<file path="config.mk">
export PLATFORM = sky130hd
export DESIGN_NAME = ahb_lite_master
export DESIGN_NICKNAME = d
export VERILOG_FILES = /design/src/rtl/ahb_lite_master.sv
export SDC_FILE = /design/constraint.sdc
export NUM_CORES = 1
export LEC_CHECK = 0
export ABC_AREA = 1
export CAP_MARGIN = 20
export CORE_UTILIZATION = 35
export CTS_BUF_LIST = sky130_fd_sc_hd__clkbuf_16
export CTS_CLUSTER_SIZE = 14
export DETAILED_ROUTE_END_ITERATION = 16
export PLACE_DENSITY = 0.64
export SYNTH_ARGS = -nofsm -noshare
export SYNTH_HDL_FRONTEND = slang
export SYNTH_SLANG_ARGS = --single-unit
export TNS_END_PERCENT = 20
</file>
<file path="constraint.sdc">
create_clock -name HCLK -period 6.7 [get_ports HCLK]
set_input_delay 0.67 -clock HCLK [delete_from_list [all_inputs] [get_ports HCLK]]
set_output_delay 0.67 -clock HCLK [all_outputs]
set_load 0.03 [all_outputs]
</file>
<file path="src/rtl/ahb_lite_master.sv">
`default_nettype none
// +--------------------------------------------------------------------------+
// | ahb_lite_master: valid/ready command stream to pipelined AHB-Lite NONSEQ |
// | single transfers with in-order responses.              Revision: 1.0     |
// +--------------------------------------------------------------------------+
module ahb_lite_master #(
  parameter int AW = 12
) (
  input  logic          HCLK,
  input  logic          HRESET,
  input  logic          cmd_valid,
  output logic          cmd_ready,
  input  logic          cmd_write,
  input  logic [AW-1:0] cmd_addr,
  input  logic [1:0]    cmd_size,
  input  logic [31:0]   cmd_wdata,
  output logic          rsp_valid,
  output logic [31:0]   rsp_rdata,
  output logic          rsp_err,
  output logic [AW-1:0] HADDR,
  output logic [1:0]    HTRANS,
  output logic [2:0]    HSIZE,
  output logic          HWRITE,
  output logic [31:0]   HWDATA,
  input  logic          HREADY,
  input  logic [31:0]   HRDATA,
  input  logic          HRESP
);

  localparam logic [1:0] C_HTRANS_IDLE   = 2'b00;
  localparam logic [1:0] C_HTRANS_NONSEQ = 2'b10;

  logic          a_valid_q, a_valid_d;
  logic [AW-1:0] a_addr_q,  a_addr_d;
  logic [1:0]    a_size_q,  a_size_d;
  logic          a_write_q, a_write_d;
  logic [31:0]   a_wdata_q, a_wdata_d;
  logic          d_valid_q, d_valid_d;
  logic          d_write_q, d_write_d;
  logic [1:0]    d_size_q,  d_size_d;
  logic [1:0]    d_addr_q,  d_addr_d;
  logic          cancel_q,  cancel_d;
  logic [31:0]   hwdata_q,  hwdata_d;
  logic          rsp_valid_q, rsp_valid_d;
  logic [31:0]   rsp_rdata_q, rsp_rdata_d;
  logic          rsp_err_q,   rsp_err_d;

  logic          w_advance;
  logic          w_err_first;
  logic          w_err_last;
  logic          w_accept;
  logic [1:0]    w_cmd_size;
  logic [AW-1:0] w_cmd_addr;
  logic [31:0]   w_rd_shift;
  logic [31:0]   w_rd_data;

  always_comb begin
    w_err_first = d_valid_q && HRESP && !HREADY;
    // Second ERROR cycle (or a cancelled pipeline draining): D retires, A holds.
    w_err_last  = HREADY && (cancel_q || (d_valid_q && HRESP));
    w_advance   = HREADY && !cancel_q && !(d_valid_q && HRESP);
    cmd_ready   = !cancel_q && (!a_valid_q || w_advance);
    w_accept    = cmd_valid && cmd_ready;

    w_cmd_size = (cmd_size == 2'd3) ? 2'd2 : cmd_size;
    w_cmd_addr = cmd_addr;
    if (w_cmd_size == 2'd1) w_cmd_addr[0] = 1'b0;
    if (w_cmd_size == 2'd2) w_cmd_addr[1:0] = 2'b00;

    w_rd_shift = HRDATA >> {d_addr_q, 3'b000};
    case (d_size_q)
      2'd0:    w_rd_data = {24'd0, w_rd_shift[7:0]};
      2'd1:    w_rd_data = d_addr_q[1] ? {16'd0, HRDATA[31:16]} : {16'd0, HRDATA[15:0]};
      default: w_rd_data = HRDATA;
    endcase
  end

  always_comb begin
    a_valid_d   = a_valid_q;
    a_addr_d    = a_addr_q;
    a_size_d    = a_size_q;
    a_write_d   = a_write_q;
    a_wdata_d   = a_wdata_q;
    d_valid_d   = d_valid_q;
    d_write_d   = d_write_q;
    d_size_d    = d_size_q;
    d_addr_d    = d_addr_q;
    cancel_d    = cancel_q;
    hwdata_d    = hwdata_q;
    rsp_valid_d = 1'b0;
    rsp_rdata_d = rsp_rdata_q;
    rsp_err_d   = rsp_err_q;

    if (w_advance) begin
      d_valid_d = a_valid_q;
      d_write_d = a_write_q;
      d_size_d  = a_size_q;
      d_addr_d  = a_addr_q[1:0];
      a_valid_d = 1'b0;
      case (a_size_q)
        2'd0:    hwdata_d = {4{a_wdata_q[7:0]}};
        2'd1:    hwdata_d = {2{a_wdata_q[15:0]}};
        default: hwdata_d = a_wdata_q;
      endcase
    end else if (w_err_last) begin
      d_valid_d = 1'b0;
    end

    if (w_accept) begin
      a_valid_d = 1'b1;
      a_addr_d  = w_cmd_addr;
      a_size_d  = w_cmd_size;
      a_write_d = cmd_write;
      a_wdata_d = cmd_wdata;
    end

    if (w_err_first) begin
      cancel_d = 1'b1;
    end else if (cancel_q && HREADY) begin
      cancel_d = 1'b0;
    end

    if (HREADY && d_valid_q) begin
      rsp_valid_d = 1'b1;
      rsp_err_d   = HRESP;
      rsp_rdata_d = d_write_q ? 32'd0 : w_rd_data;
    end
  end

  always_ff @(posedge HCLK or posedge HRESET) begin
    if (HRESET) begin
      a_valid_q   <= 1'b0;
      a_addr_q    <= '0;
      a_size_q    <= 2'd0;
      a_write_q   <= 1'b0;
      a_wdata_q   <= 32'd0;
      d_valid_q   <= 1'b0;
      d_write_q   <= 1'b0;
      d_size_q    <= 2'd0;
      d_addr_q    <= 2'd0;
      cancel_q    <= 1'b0;
      hwdata_q    <= 32'd0;
      rsp_valid_q <= 1'b0;
      rsp_rdata_q <= 32'd0;
      rsp_err_q   <= 1'b0;
    end else begin
      a_valid_q   <= a_valid_d;
      a_addr_q    <= a_addr_d;
      a_size_q    <= a_size_d;
      a_write_q   <= a_write_d;
      a_wdata_q   <= a_wdata_d;
      d_valid_q   <= d_valid_d;
      d_write_q   <= d_write_d;
      d_size_q    <= d_size_d;
      d_addr_q    <= d_addr_d;
      cancel_q    <= cancel_d;
      hwdata_q    <= hwdata_d;
      rsp_valid_q <= rsp_valid_d;
      rsp_rdata_q <= rsp_rdata_d;
      rsp_err_q   <= rsp_err_d;
    end
  end

  assign HTRANS    = (a_valid_q && !cancel_q) ? C_HTRANS_NONSEQ : C_HTRANS_IDLE;
  assign HADDR     = a_addr_q;
  assign HSIZE     = {1'b0, a_size_q};
  assign HWRITE    = a_write_q;
  assign HWDATA    = hwdata_q;
  assign rsp_valid = rsp_valid_q;
  assign rsp_rdata = rsp_rdata_q;
  assign rsp_err   = rsp_err_q;

endmodule
`default_nettype wire

</file>
; Yosys cells after proc, flatten, opt, wreduce, memory -nomap -nowiden
; Index checks and enable logic that the tools add are counted.
[word_totals]
regBits = 121
latchBits = 0
ram_bits = 0
mem_bits_ro = 0
in_bits = 84
mem_count = 0
[classes]
addsub = 0
n_mul = 0
div_mod_pow = 0
order_cmp = 0
eq_ne = 5
shifts = 1
muxes = 15
bitwise_logic = 0
n_reduce_logical = 21
[op_table]
columns = operator, count
row1 = 32-bit one-hot mux with 2 select lines, 2
row2 = 32-bit two-way mux, 1
row3 = 32-bit by 5-bit right shift with 8-bit output, 1
row4 = 16-bit two-way mux, 1
row5 = 1-bit logical AND, 10
row6 = 1-bit two-way mux, 8
row7 = 2-bit by 1-bit equality test with 1-bit output (second input constant), 3
row8 = 2-bit two-way mux, 3
row9 = 2-bit nonzero test, 3
row10 = 2-bit equality test (second input constant), 2
row11 = 1-bit logical NOT, 4
row12 = 2-bit logical NOT, 2
row13 = 1-bit logical OR, 2

; Logic depth before layout (Yosys ltp)
; Gate-level depths: netlist of run 1.
[logic_depth]
ltp_word = 7
depth_mapped = 9
mapped_depth_nobuf = 7

; Least setup slack after synthesis of run 1
; Ideal clock, no wire load.
[synth_path]
path_kind = input port to output port
from = input port HRESP
to = output port cmd_ready
arrival_time_ps = 1571
required_time_ps = 6030
slack_ps = 4459
cell_stages = 4
path_buffers = 1
path_cell_list = nand2_1 nand3_4 clkbuf_1 a21oi_1
[synth_via]
elab_chain_cells = 5
[synth_rtl]
columns = item, line
row1 = start: declaration, 27  ; input logic HRESP
row2 = 1-bit logical AND, 61  ; w_advance = HREADY && !cancel_q && !(d_valid_q && HRESP);
row3 = 1-bit logical NOT, 61
row4 = 1-bit logical AND, 61
row5 = 1-bit logical OR, 62  ; cmd_ready = !cancel_q && (!a_valid_q || w_advance);
row6 = 1-bit logical AND, 62
row7 = end: declaration, 12  ; output logic cmd_ready,
; No other way between the ends.

; Worst setup path in the final report of run 1
[layout_path]
from = register cancel_q
to = output port cmd_ready
[layout_via]
elab_chain_cells = 5
[layout_rtl]
columns = item, line
row1 = start: declaration, 42  ; logic cancel_q, cancel_d;
row2 = start signal: assignment, 156  ; cancel_q <= cancel_d;
row3 = 1-bit logical NOT *, "61, 62"
row4 = 1-bit logical AND (2 in series), 61
row5 = 1-bit logical OR, 62
row6 = 1-bit logical AND *, 62
; Mark *: on every way between the ends. The rest lies on a longest branch, timed or not.

==> results.toml, run 1 <==
[run_status]
status = "finished, final reports clean"

[cts]
cts_made_buffers = 17
path_clk_slew_ns = 0.05
cts.repair.resized = 0
post_cts_buffers = 0
clock_latency_ns = 0.41
cts_tree = "yes"
hold_buffers = 0
htree_num_levels = 4
cts-root-buf = "clkbuf_16"
cts_buffer_depth = 2
clock-sinks = 121

[route]
drc = 0
drt_iter0_markers = 417
firstDrtPassIters = 6
avgViaCountPerCell = 4.85
ant_nets = 0
wl_microns = 15600
drt-wirelength-per-cell_microns = 15.1
vias = 5011

[placed_design]
place_hpwl_microns = 10500
dp_slack_ns = 3.22
numPortBuffers = 166
gp_congestion = 0.819
postPlaceCellArea_sq_mm = 0.00719

[grt]
grt_pass1_vias = 4686
antenna_found_initial = 0
grt_max_degree = 77
gr-total-overflow = 0
grt.total_usage = 0.204
grt_pass1_wl_microns = 25400

[finish]
drive_gt1_frac = 0.0450
post-route-cell-area_sq_mm = 0.00781
area_growth_pct = 42.4
antenna_cells = 0
utilization = 0.512
finalNetCount = 896
nFillCells = 1447

[worst_setup_path]
endpoint_kind = "output port"
crit_path_max_fanout = 50
path_class = "reg -> out"
arrival_ns = 2.67
start_kind = "flop"
crit_required_ns = 6.03

[hold_path]
hold_class = "reg -> reg"

[sta]
slew_headroom = 0.291
fin_skew_ns = 0.0103
finalCritPeriodShare = 0.498
min_period_ns = 3.34
tightest_slew_ns = 1.06
hold_ws_ns = 0.470
finalSetupViolations = 0
fin_ws_ns = 3.36
rsz0062_at_grt = "false"
fin_tns_setup_ns = 0
max_freq_mhz = 300
final-hold-violation-count = 0
drv_slew = 0

[pwr]
leakage_nw = 3.69
p_per_area_mw_per_mm2 = 504
ir_worst_vdd_v = 0.000239

[floorplanning]
core_sq_mm = 0.0153
die_y_microns = 127
rows = 45
io_pins = 169
dieArea_sq_mm = 0.0162
initial_core_util = 0.359
die_w_microns = 127

[synthesis]
yosysUniqueCellTypes = 26
ys_seq_area_frac = 0.552
avgSynthCellArea_sq_um = 8.21
ys_warn_count = 0
syn_inst = 668
syn_area_sq_mm = 0.00548
synth-seq-cells = 121

[flow_run]
maxCapViolCount = 0
[worst max-delay path, stage by stage, from the launching register on]
cell             delay [ns]
dfrtp_1                0.39
inv_2                  0.63
nand3_4                0.34
a21oi_1                0.22
clkdlybuf4s50_1        0.68
[sequential cells by signal, summed over array words and instances (netlist names), 2 cells and up]
signal     count
rsp_rdata     32
HADDR         12
HWDATA        32
d_size_q       2
d_addr_q       2
a_size_q       2
a_wdata_q     32
[worst paths after layout]
| check | from | endpoint | slack [ns] | cells past startpoint |
|---|---|---|---|---|
| max reg2reg | cancel_q | a_wdata_q[27] | 3.45 | 7 |
| max | cancel_q | cmd_ready | 3.36 | 4 |
| min | a_wdata_q[23] | a_wdata_q[23] | 0.47 | 2 |
| max in group asynchronous | HRESET | HADDR[4] | 5.04 | 4 |
| min reg2reg | a_wdata_q[23] | a_wdata_q[23] | 0.47 | 2 |
| min in group asynchronous | HRESET | HADDR[5] | 0.48 | 2 |
[cells by family after synthesis]
family | Yosys count | share of synthesized area
DFF | 121 | 0.552
and+or+nand+nor | 428 | 0.332
other | 1 | 0.000684
buffers and inverters | 65 | 0.0579
AOI/OAI and AO/OA | 53 | 0.0570
[metrics by stage]
step	instances	power [mW]
finish	1034	3.93
global route	1034	4.19
CTS	1033	3.97
detailed placement	1003	3.03
global placement	1003	3.01
floorplan	669	2.33
[per-layer routing]
metal	vias up	track usage	wire length (microns)
li1	2466	-	-
met1	2318	0.288	7350
met2	209	0.302	6820
met3	18	0.0574	1200
met4	0	0.0693	198
met5	-	0	0
[Yosys cell counts]
| master | number | area, sq um |
|---|---|---|
| buf_1 | 1 | 3.75 |
| nand2_2 | 1 | 6.26 |
| dfrtp_1 | 121 | 3030 |
| o21ai_0 | 19 | 95.1 |
| nor2_1 | 29 | 109 |
| clkbuf_1 | 18 | 67.6 |
| nand3_1 | 33 | 165 |
| buf_6 | 4 | 45.0 |
| nor3b_1 | 1 | 7.51 |
| nand2_1 | 312 | 1170 |
| o22ai_1 | 1 | 6.26 |
| nor2_4 | 1 | 11.3 |
| nand4_1 | 47 | 294 |
| nand3_2 | 1 | 10.0 |
| buf_2 | 17 | 85.1 |
| nand3_4 | 1 | 17.5 |
| clkinv_1 | 2 | 7.51 |
| a21oi_1 | 3 | 15.0 |
| inv_2 | 2 | 7.51 |
| nor3b_4 | 1 | 18.8 |
| inv_1 | 15 | 56.3 |
| buf_4 | 6 | 45.0 |
| a31oi_1 | 23 | 144 |
| a21boi_0 | 7 | 52.6 |
| conb_1 | 1 | 3.75 |
| nand2_4 | 1 | 11.3 |
[final cells by class]
cell class | instances | area (sq um) | area share
well taps | 211 | 264 | 0.0338
flip-flops and latches | 121 | 3030 | 0.388
clock buffers | 17 | 425 | 0.0545
clock inverters | 13 | 163 | 0.0208
inverters | 19 | 73.8 | 0.00946
repair buffers | 170 | 1710 | 0.219
multi-input cells | 483 | 2140 | 0.274
[layout by cell type, fill, tap and decap left out, types with 6 or more instances in the layout]
master	n
o21ai_0	19
nor2_1	29
a31oi_1	23
nand4_1	47
clkinv_1	6
a21boi_0	7
clkbuf_16	17
nand2_1	312
dfrtp_1	121
inv_1	16
clkdlybuf4s50_1	166
nand3_1	33
[power breakdown]
part           switching, mW  internal [mW]
Clock                  0.313          0.608
Combinational           1.01          0.648
Sequential             0.301           1.05
(Power assumes the default switching activity.)
==> inputs of run 2 (changes only) <==
==> constraint.sdc (replaced) <==
create_clock -name HCLK -period 3.3 [get_ports HCLK]
set_input_delay 0.33 -clock HCLK [delete_from_list [all_inputs] [get_ports HCLK]]
set_output_delay 0.33 -clock HCLK [all_outputs]
set_load 0.03 [all_outputs]
==> run 2 against run 1 <==
Against the previous run: die area stayed put; cell area is 1.2% higher; global-route usage is 0.43 points higher.
==> results.toml, run 2 (synthesized netlist as in run 1, its figures left out) <==
[floorplanning]
die_y_microns = 127
die_w_microns = 127
rows = 45
dieArea_sq_mm = 0.0162
core_sq_mm = 0.0153
io_pins = 169
initial_core_util = 0.359

[worst_setup_path]
endpoint_kind = "output port"
crit_required_ns = 2.97
crit_path_max_fanout = 3
cp-startpoint = "d_valid_q"
critPathMaxStageDelay_ns = 0.68
start_kind = "flop"
rr_worst_depth = 7
cp_slowest_cell = "clkdlybuf4s50_1"
path_class = "reg -> out"
arrival_ns = 1.85
reg2reg_to = "rsp_rdata[5]"
path_cells = "nand2_1 -> nand3_4 -> a21oi_1 -> clkdlybuf4s50_1"
cp-endpoint = "cmd_ready"
r2r-start = "d_addr_q[1]"
rrSetupSlack_ns = 1.17

[placed_design]
gp_congestion = 0.841
numPortBuffers = 166
place_hpwl_microns = 10500

[route]
vias = 5018
drt-wirelength-per-cell_microns = 15.4
avgViaCountPerCell = 4.82
drc = 0
firstDrtPassIters = 4
drt_iter0_markers = 361
ant_nets = 0
wl_microns = 16100

[cts]
cts_buffer_depth = 2
post_cts_buffers = 0
cts_made_buffers = 17
clock-sinks = 121
cts-root-buf = "clkbuf_16"
htree_num_levels = 4
hold_buffers = 0
cts.repair.resized = 0
clock_latency_ns = 0.42
cts_tree = "yes"
path_clk_slew_ns = 0.06

[finish]
antenna_cells = 0
area_growth_pct = 44.1
mostFrequentLayoutCell = "nand2_1"
final_cell_mix = "312 x nand2_1, 165 x clkdlybuf4s50_1, 121 x dfrtp_1, 47 x nand4_1, 33 x nand3_1"
utilization = 0.518
finalNetCount = 902
drive_gt1_frac = 0.0626

[pwr]
ir_worst_vdd_v = 0.000494
p_per_area_mw_per_mm2 = 1040
leakage_nw = 3.74

[run_status]
status = "finished, final reports clean"

[sta]
final-hold-violation-count = 0
hold_ws_ns = 0.370
fin_skew_ns = 0.00643
min_period_ns = 2.18
tightest_slew_ns = 0.782
max_freq_mhz = 459
fin_tns_setup_ns = 0
slew_headroom = 0.478
rsz0062_at_grt = "false"
finalSetupViolations = 0
drv_slew = 0
finalCritPeriodShare = 0.660

[grt]
grt_max_degree = 122
gr-total-overflow = 0
grt_pass1_wl_microns = 25800
antenna_found_initial = 0
grt_pass1_vias = 4777
grt.total_usage = 0.209

[flow_run]
maxCapViolCount = 0

[hold_path]
hold_class = "in -> reg"
run 2: how the worst min path moves through the flow:
stage                  startpoint  slack, ns       endpoint  cells after the start
global route            cmd_valid       0.39       HADDR[6]                      3
global placement         HADDR[4]       0.45       HADDR[4]                      2
finish                  cmd_valid       0.37   a_wdata_q[0]                      3
CTS                     cmd_valid       0.35   a_wdata_q[0]                      3
detailed placement  a_wdata_q[16]       0.46  a_wdata_q[16]                      2
floorplan                  HREADY       0.39       cancel_q                      1
run 2: metrics by stage:
step                instance area [sq um]  total power [mW]  cells  worst slack, ns
finish                               7900              8.22   1042             1.12
global route                         7900              8.73   1042             1.02
CTS                                  7900              8.29   1042             1.09
detailed placement                   7250              6.21   1010             1.07
global placement                     7250              6.18   1010             1.13
floorplan                            5490              4.74    669             1.49
run 2: layout make-up:
cell class	count	area (sq um)
Tap cell	211	264
Multi-Input combinational cell	483	2140
Sequential cell	121	3030
Timing Repair Buffer	176	1740
Clock buffer	17	425
Inverter	19	75.1
Clock inverter	15	224
Fill cell	1463	7360
run 2: power breakdown:
group	leakage (nW)	internal, mW	switching (mW)	total, mW
combinational	1.91	1.34	2.15	3.49
clock	0.314	1.34	0.703	2.04
sequential	1.52	2.14	0.545	2.68
run 2: metal layers:
| metal | vias to the layer above | track usage | share of wire |
|---|---|---|---|
| met5 | - | 0 | 0 |
| met4 | 0 | 0.0770 | 0.015 |
| met3 | 16 | 0.0699 | 0.076 |
| met2 | 184 | 0.324 | 0.45 |
| met1 | 2343 | 0.272 | 0.46 |
| li1 | 2475 | - | - |
run 2: worst max-delay path, delay by kind of cell (launching register included):
family / cells / cell delay [ns]
AND/OR/NAND/NOR: 2 / 0.21
buffers and inverters: 1 / 0.68
AO/OA/AOI/OAI: 1 / 0.13
flip-flops: 1 / 0.41
